`src/rtl/cnt_match_trigger_if.sv`:
```
// rtl/cnt_match_trigger_if.sv - Control/observation bundle for the counter match trigger
//
// Ports (master = driver of controls/observer of results, slave = trigger stage):
//   arm, disarm          single-cycle sequence start / abort requests
//   cnt_in[W]            counter slice under observation
//   match_val[W]         compare value
//   match_mask[W]        1 = bit participates in compare
//   match_cnt[8]         qualifying events required (0 behaves as 1)
//   holdoff[HW]          post-trigger dead cycles (0 = none)
//   trig_en              high while ARMED
//   trig_pulse           one-cycle trigger pulse
//   cap_val[W]           counter value of the completing event
//   event_cnt[8]         qualifying events seen in the current sequence
//   state[2]             0 IDLE, 1 ARMED, 2 TRIGGERED, 3 HOLDOFF
interface cnt_match_trigger_if #(
    parameter int W  = 6,
    parameter int HW = 16
);
    logic          arm;
    logic          disarm;
    logic [W-1:0]  cnt_in;
    logic [W-1:0]  match_val;
    logic [W-1:0]  match_mask;
    logic [7:0]    match_cnt;
    logic [HW-1:0] holdoff;
    logic          trig_en;
    logic          trig_pulse;
    logic [W-1:0]  cap_val;
    logic [7:0]    event_cnt;
    logic [1:0]    state;

    modport master (
        output arm, disarm, cnt_in, match_val, match_mask, match_cnt, holdoff,
        input  trig_en, trig_pulse, cap_val, event_cnt, state
    );

    modport slave (
        input  arm, disarm, cnt_in, match_val, match_mask, match_cnt, holdoff,
        output trig_en, trig_pulse, cap_val, event_cnt, state
    );
endinterface

```
`src/rtl/cnt_match_trigger.sv`:
```
// rtl/cnt_match_trigger.sv - Masked counter compare with event qualification, trigger pulse and holdoff
//
// Ports:
//   clk1   system clock
//   rstn   asynchronous active-low reset (released through a 2-flop synchronizer)
//   bus    cnt_match_trigger_if.slave: arm/disarm, cnt_in, match_val/mask,
//          match_cnt, holdoff in; trig_en, trig_pulse, cap_val, event_cnt, state out
//
// Build option: define CNT_MATCH_TRIG_EDGE_EN to count only rising edges of the
// compare result (a sustained match counts once); otherwise every matching
// ARMED cycle counts.
module cnt_match_trigger #(
    parameter int W  = 6,
    parameter int HW = 16
) (
    input  logic                clk1,
    input  logic                rstn,
    cnt_match_trigger_if.slave  bus
);

    typedef enum logic [1:0] {
        S_IDLE  = 2'd0,
        S_ARMED = 2'd1,
        S_TRIG  = 2'd2,
        S_HOLD  = 2'd3
    } state_t;

    // Reset asserts asynchronously, releases on the clock.
    logic [1:0] rst_sync;
    logic       rst_n_i;

    always_ff @(posedge clk1 or negedge rstn) begin
        if (!rstn) rst_sync <= 2'b00;
        else       rst_sync <= {rst_sync[0], 1'b1};
    end

    assign rst_n_i = rst_sync[1];

    // Stage 1: compare result and sample registered every cycle.
    logic         hit;
    logic         match_q;
    logic [W-1:0] cnt_q;

    assign hit = ((bus.cnt_in ^ bus.match_val) & bus.match_mask) == '0;

    always_ff @(posedge clk1 or negedge rst_n_i) begin
        if (!rst_n_i) begin
            match_q <= 1'b0;
            cnt_q   <= '0;
        end else begin
            match_q <= hit;
            cnt_q   <= bus.cnt_in;
        end
    end

    logic qual;

`ifdef CNT_MATCH_TRIG_EDGE_EN
    // Reset to 1 so a match already present when armed waits for a fresh edge.
    logic match_prev;

    always_ff @(posedge clk1 or negedge rst_n_i) begin
        if (!rst_n_i) match_prev <= 1'b1;
        else          match_prev <= match_q;
    end

    assign qual = match_q & ~match_prev;
`else
    assign qual = match_q;
`endif

    state_t        state_q, state_d;
    logic [7:0]    event_cnt_q, event_cnt_d;
    logic [W-1:0]  cap_q, cap_d;
    logic [HW-1:0] hold_q, hold_d;
    logic          pulse_q, pulse_d;
    logic          trig_en_q, trig_en_d;

    logic [7:0] thr;
    logic [7:0] ev_inc;

    assign thr    = (bus.match_cnt == 8'd0) ? 8'd1 : bus.match_cnt;
    assign ev_inc = (event_cnt_q == 8'hFF) ? 8'hFF : event_cnt_q + 8'd1;

    always_ff @(posedge clk1 or negedge rst_n_i) begin
        if (!rst_n_i) begin
            state_q     <= S_IDLE;
            event_cnt_q <= 8'd0;
            cap_q       <= '0;
            hold_q      <= '0;
            pulse_q     <= 1'b0;
            trig_en_q   <= 1'b0;
        end else begin
            state_q     <= state_d;
            event_cnt_q <= event_cnt_d;
            cap_q       <= cap_d;
            hold_q      <= hold_d;
            pulse_q     <= pulse_d;
            trig_en_q   <= trig_en_d;
        end
    end

    always_comb begin
        state_d     = state_q;
        event_cnt_d = event_cnt_q;
        cap_d       = cap_q;
        hold_d      = hold_q;
        pulse_d     = 1'b0;

        if (bus.disarm) begin
            // Abort wins over arm and over a same-cycle qualifying event.
            state_d     = S_IDLE;
            event_cnt_d = 8'd0;
            hold_d      = '0;
        end else begin
            case (state_q)
                S_IDLE: begin
                    if (bus.arm) begin
                        state_d     = S_ARMED;
                        event_cnt_d = 8'd0;
                    end
                end
                S_ARMED: begin
                    if (qual) begin
                        event_cnt_d = ev_inc;
                        // >= so that lowering match_cnt below the running count
                        // fires on the next qualifying event.
                        if (ev_inc >= thr) begin
                            state_d = S_TRIG;
                            pulse_d = 1'b1;
                            cap_d   = cnt_q;
                        end
                    end
                end
                S_TRIG: begin
                    if (bus.holdoff != '0) begin
                        state_d = S_HOLD;
                        hold_d  = bus.holdoff;
                    end else begin
                        state_d = S_IDLE;
                    end
                end
                S_HOLD: begin
                    // Loaded with holdoff on entry, leave when it reads 1.
                    if (hold_q <= HW'(1)) begin
                        state_d = S_IDLE;
                        hold_d  = '0;
                    end else begin
                        hold_d = hold_q - HW'(1);
                    end
                end
                default: state_d = S_IDLE;
            endcase
        end

        trig_en_d = (state_d == S_ARMED);
    end

    assign bus.trig_en    = trig_en_q;
    assign bus.trig_pulse = pulse_q;
    assign bus.cap_val    = cap_q;
    assign bus.event_cnt  = event_cnt_q;
    assign bus.state      = state_q;

endmodule

```
`src/flat_wrapper.sv`:
```
// flat-port wrapper written by rule: the top's interface ports become plain ports
module cnt_match_trigger_flat 
#(
    parameter int W  = 6,
    parameter int HW = 16
)
  (clk1, rstn, bus_arm, bus_disarm, bus_cnt_in, bus_match_val, bus_match_mask, bus_match_cnt, bus_holdoff, bus_trig_en, bus_trig_pulse, bus_cap_val, bus_event_cnt, bus_state);
  cnt_match_trigger_if #(.W(W), .HW(HW)) bus_i ();
  input  logic clk1;
  input  logic rstn;
  input wire logic [$bits(bus_i.arm)-1:0] bus_arm;
  input wire logic [$bits(bus_i.disarm)-1:0] bus_disarm;
  input wire logic [$bits(bus_i.cnt_in)-1:0] bus_cnt_in;
  input wire logic [$bits(bus_i.match_val)-1:0] bus_match_val;
  input wire logic [$bits(bus_i.match_mask)-1:0] bus_match_mask;
  input wire logic [$bits(bus_i.match_cnt)-1:0] bus_match_cnt;
  input wire logic [$bits(bus_i.holdoff)-1:0] bus_holdoff;
  output wire logic [$bits(bus_i.trig_en)-1:0] bus_trig_en;
  output wire logic [$bits(bus_i.trig_pulse)-1:0] bus_trig_pulse;
  output wire logic [$bits(bus_i.cap_val)-1:0] bus_cap_val;
  output wire logic [$bits(bus_i.event_cnt)-1:0] bus_event_cnt;
  output wire logic [$bits(bus_i.state)-1:0] bus_state;
  assign bus_i.arm = bus_arm;
  assign bus_i.disarm = bus_disarm;
  assign bus_i.cnt_in = bus_cnt_in;
  assign bus_i.match_val = bus_match_val;
  assign bus_i.match_mask = bus_match_mask;
  assign bus_i.match_cnt = bus_match_cnt;
  assign bus_i.holdoff = bus_holdoff;
  assign bus_trig_en = bus_i.trig_en;
  assign bus_trig_pulse = bus_i.trig_pulse;
  assign bus_cap_val = bus_i.cap_val;
  assign bus_event_cnt = bus_i.event_cnt;
  assign bus_state = bus_i.state;
  cnt_match_trigger #(.W(W), .HW(HW)) u_core (.clk1(clk1), .rstn(rstn), .bus(bus_i));
endmodule
```
`config.mk`:
```
export PLATFORM = sky130hd
export DESIGN_NAME = cnt_match_trigger_flat
export DESIGN_NICKNAME = d
export VERILOG_FILES = /design/src/rtl/cnt_match_trigger_if.sv /design/src/rtl/cnt_match_trigger.sv /design/src/flat_wrapper.sv
export SDC_FILE = /design/constraint.sdc
export NUM_CORES = 1
export LEC_CHECK = 0
export CORE_MARGIN = 2
export CORE_UTILIZATION = 25
export CTS_CLUSTER_DIAMETER = 30
export DETAILED_ROUTE_END_ITERATION = 6
export PLACE_DENSITY_LB_ADDON = 0.08
export SETUP_SLACK_MARGIN = 0.4
export SLEW_MARGIN = 20
export SYNTH_ARGS = -nofsm -noshare
export SYNTH_HDL_FRONTEND = slang
export SYNTH_SLANG_ARGS = --single-unit
```
`constraint.sdc`:
```
create_clock -name clk1 -period 4.1 [get_ports clk1]
set_clock_uncertainty 0.1 [all_clocks]
set_input_delay 0.82 -clock clk1 [delete_from_list [all_inputs] [get_ports clk1]]
set_output_delay 0.82 -clock clk1 [all_outputs]
set_load 0.05 [all_outputs]
```
==> impl_results.md <==
* Total CTS buffers at 5
* RSZ-0062 raised after global routing: no
* Die height at 106 microns
* Most common cell after layout, fill and taps aside: clkdlybuf4s50_1
* Hpwl dp at 5590 microns
* Final setup fails at 0
* Detail Route Antenna Nets at 0
* Most frequent cells in the layout: clkdlybuf4s50_1 (63), dfrtp_1 (42), nand2_1 (31)
* Die area at 11100 sq um
* Synth cell types at 51
* Worst Setup Start Kind: flip-flop
* Initial core utilization at 0.253
* Mapped Nets at 338
* Status: finished clean
* Mean Syn Cell Area at 9.18 sq um
* Root Buffer: clkbuf_8
* Sequential power share at 0.476
* Maximum clock path buffer count at 2
* Pwr/cell area at 264 nW/um^2
* Core Region at 10200 sq um
* Layout Nets at 404
* Sw Share at 0.262
* Hold WC Path Type: reg -> async
* Leak at 1.52 nW
* Post-synth EDFFs at 0
* Drt first-iter violations at 84
* Post-DR wirelength/cell at 15.0 microns
* Fill count at 1047
* Multi-input logic area at 1420 sq um
* Gate power share at 0.143
* Synth Flop Type: dfrtp_1
* Max-slew violations at 0
* Largest net degree at the start of global routing at 42
* Req. time, crit path at 4.20 ns
* Clock Sinks at 43
* Chip Width at 106 microns
* Via count of the routed design at 2343
* CTS tree: built
* Hold slack at 0.0958 ns
* Net Sw Power at 0.243 mW
* Share of post-route cells with drive strength above 1 at 0.0747
* Synthesized area at 2580 sq um
* Clock Power Share at 0.381
* Int Pwr at 0.683 mW
* Total grt overflow at 0
* Drt via density at 4.84
* Row cnt at 37
* Drt drc at 0
* Worst Setup Path Type: reg -> reg
* Storage cell area at 1080 sq um
* Input/output buffers at 63
* Final WL at 7270 microns
* Final Wtd Congestion at 0.820
* Post-CTS setup buffer count at 0
* Worst VDD drop at 0.195 mV
* Max Clock Freq at 298 MHz
* Initial antenna violation count at 0
* H-tree depth at 2
* Final critical-path required period at 3.36 ns
* Post-cts hold buffer count at 0
* Crit end category: flip-flop
* Asr flop ratio synth at 1.00
* First-pass GRT wire length at 12200 microns
* Final Worst Setup Slack at 0.740 ns
* Post_cts resized at 0
* Slew margin rel. at 0.418
* Setup TNS Final at 0 ns
* Post-Place Worst Slack at 0.468 ns
* Max-cap violations at 0
* Clk slew on worst S/H paths at 0.10 ns
* Area Growth Syn to Fin at 35.9%
* CP arrival at 3.46 ns
* Placed instance count at 475
* Final hold violation count at 0
* Number of I/O pins at 64
* Tcrit/Tclk final at 0.820
* Worst-margin pin slew at 0.865 ns
* CP max FO at 8
* 1st-pass router iterations at 4
* Seq/Total Area, Yosys at 0.417
* Vias in the first global route at 2390
* Final cell count without fillers at 484
* Fin util at 0.344
* Seq cells post-synth at 43
* Antenna diodes at 0
* Yosys warnings at 0
* Total track usage at 0.138
* Later-pin clock latency in the skew report at 0.30 ns
* Syn Inst Count at 281
==> power groups by stage <==
stage	clock network (mW)	logic (mW)	registers, mW
finish	0.353	0.132	0.441
global route	0.381	0.145	0.443
CTS	0.367	0.126	0.447
detailed placement	0	0.125	0.455
global placement	0	0.125	0.455
floorplan	0	0.0461	0.459
==> registers in the layout, indices dropped and copies added (netlist names) <==
name / cells
u_core.bus.cap_val: 6
u_core.cnt_q: 6
u_core.match_q: 1
u_core.bus.event_cnt: 8
u_core.bus.trig_pulse: 1
u_core.bus.state: 2
u_core.hold_q: 16
u_core.rst_sync: 2
u_core.bus.trig_en: 1
==> final timing paths <==
path	start	end	slack, ns	cells after the start
max	u_core.bus.event_cnt[0]	u_core.bus.cap_val[3]	0.74	11
min	u_core.rst_sync[1]	u_core.hold_q[0]	0.1	0
max reg2reg	u_core.bus.event_cnt[0]	u_core.bus.cap_val[3]	0.74	11
min reg2reg	u_core.rst_sync[1]	u_core.hold_q[0]	0.1	0
max in group asynchronous	rstn	u_core.rst_sync[1]	3.21	1
min in group clk1	u_core.rst_sync[0]	u_core.rst_sync[1]	0.26	0
==> logic make-up after synthesis <==
kind of cell               count (synthesis)  synth area share
and+or+nand+nor                          106             0.210
AOI/OAI and AO/OA                         80             0.219
DFF                                       43             0.417
buffers and inverters                     23            0.0344
adders and majority gates                 11            0.0533
xor gates and xnor gates                  10            0.0339
muxes                                      7            0.0306
other                                      1           0.00145
==> per-layer routing <==
layer / GRT usage / vias to the layer above / part of all wire / routed length, microns
met3: 0.0315 / 9 / 0.045 / 326
met5: 0 / - / 0 / 0
met2: 0.221 / 52 / 0.46 / 3340
met1: 0.186 / 1114 / 0.48 / 3490
li1: - / 1168 / - / -
met4: 0.0414 / 0 / 0.015 / 111
==> through the flow <==
step                total power, mW  cell area (sq um)
detailed placement            0.581               3370
global placement              0.581               3370
finish                        0.926               3510
CTS                           0.940               3480
global route                  0.969               3510
floorplan                     0.505               2580
==> worst max-delay path, cell delays in order (launching register included) <==
cell and delay, ns:
dfrtp_1 0.40, ha_1 0.24, and3_1 0.26, nand2_1 0.10, or2_2 0.35, and2_1 0.19, ha_1 0.28, nand2b_1 0.13
a2111oi_0 0.43, o21bai_1 0.21, nand2_2 0.21, mux2_2 0.35
==> layout make-up <==
class | count | area share
multi-input cells | 215 | 0.404
flip-flops and latches | 43 | 0.307
repair buffers | 66 | 0.190
well taps | 136 | 0.0485
clock buffers | 5 | 0.0196
inverters | 16 | 0.0171
clock inverters | 3 | 0.0132
==> synthesized netlist by cell type, types with 4 or more instances <==
cell / n / area (sq um)
dfrtp_1: 43 / 1080
nand2_1: 32 / 120
o21ai_0: 23 / 115
nor2_1: 19 / 71.3
inv_1: 16 / 60.1
a21oi_1: 11 / 55.1
ha_1: 11 / 138
nor4_1: 9 / 56.3
nor3_1: 8 / 40.0
mux2_2: 7 / 78.8
nand3_1: 7 / 35.0
xor2_1: 6 / 52.6
clkbuf_1: 5 / 18.8
nand2b_1: 5 / 31.3
or4_1: 5 / 37.5
a21o_1: 4 / 30.0
a22o_1: 4 / 35.0
a22oi_1: 4 / 30.0
and2_1: 4 / 25.0
o2bb2ai_1: 4 / 35.0
o31ai_1: 4 / 30.0
xnor2_1: 4 / 35.0
Note: power is estimated with default switching activity, not from simulation.
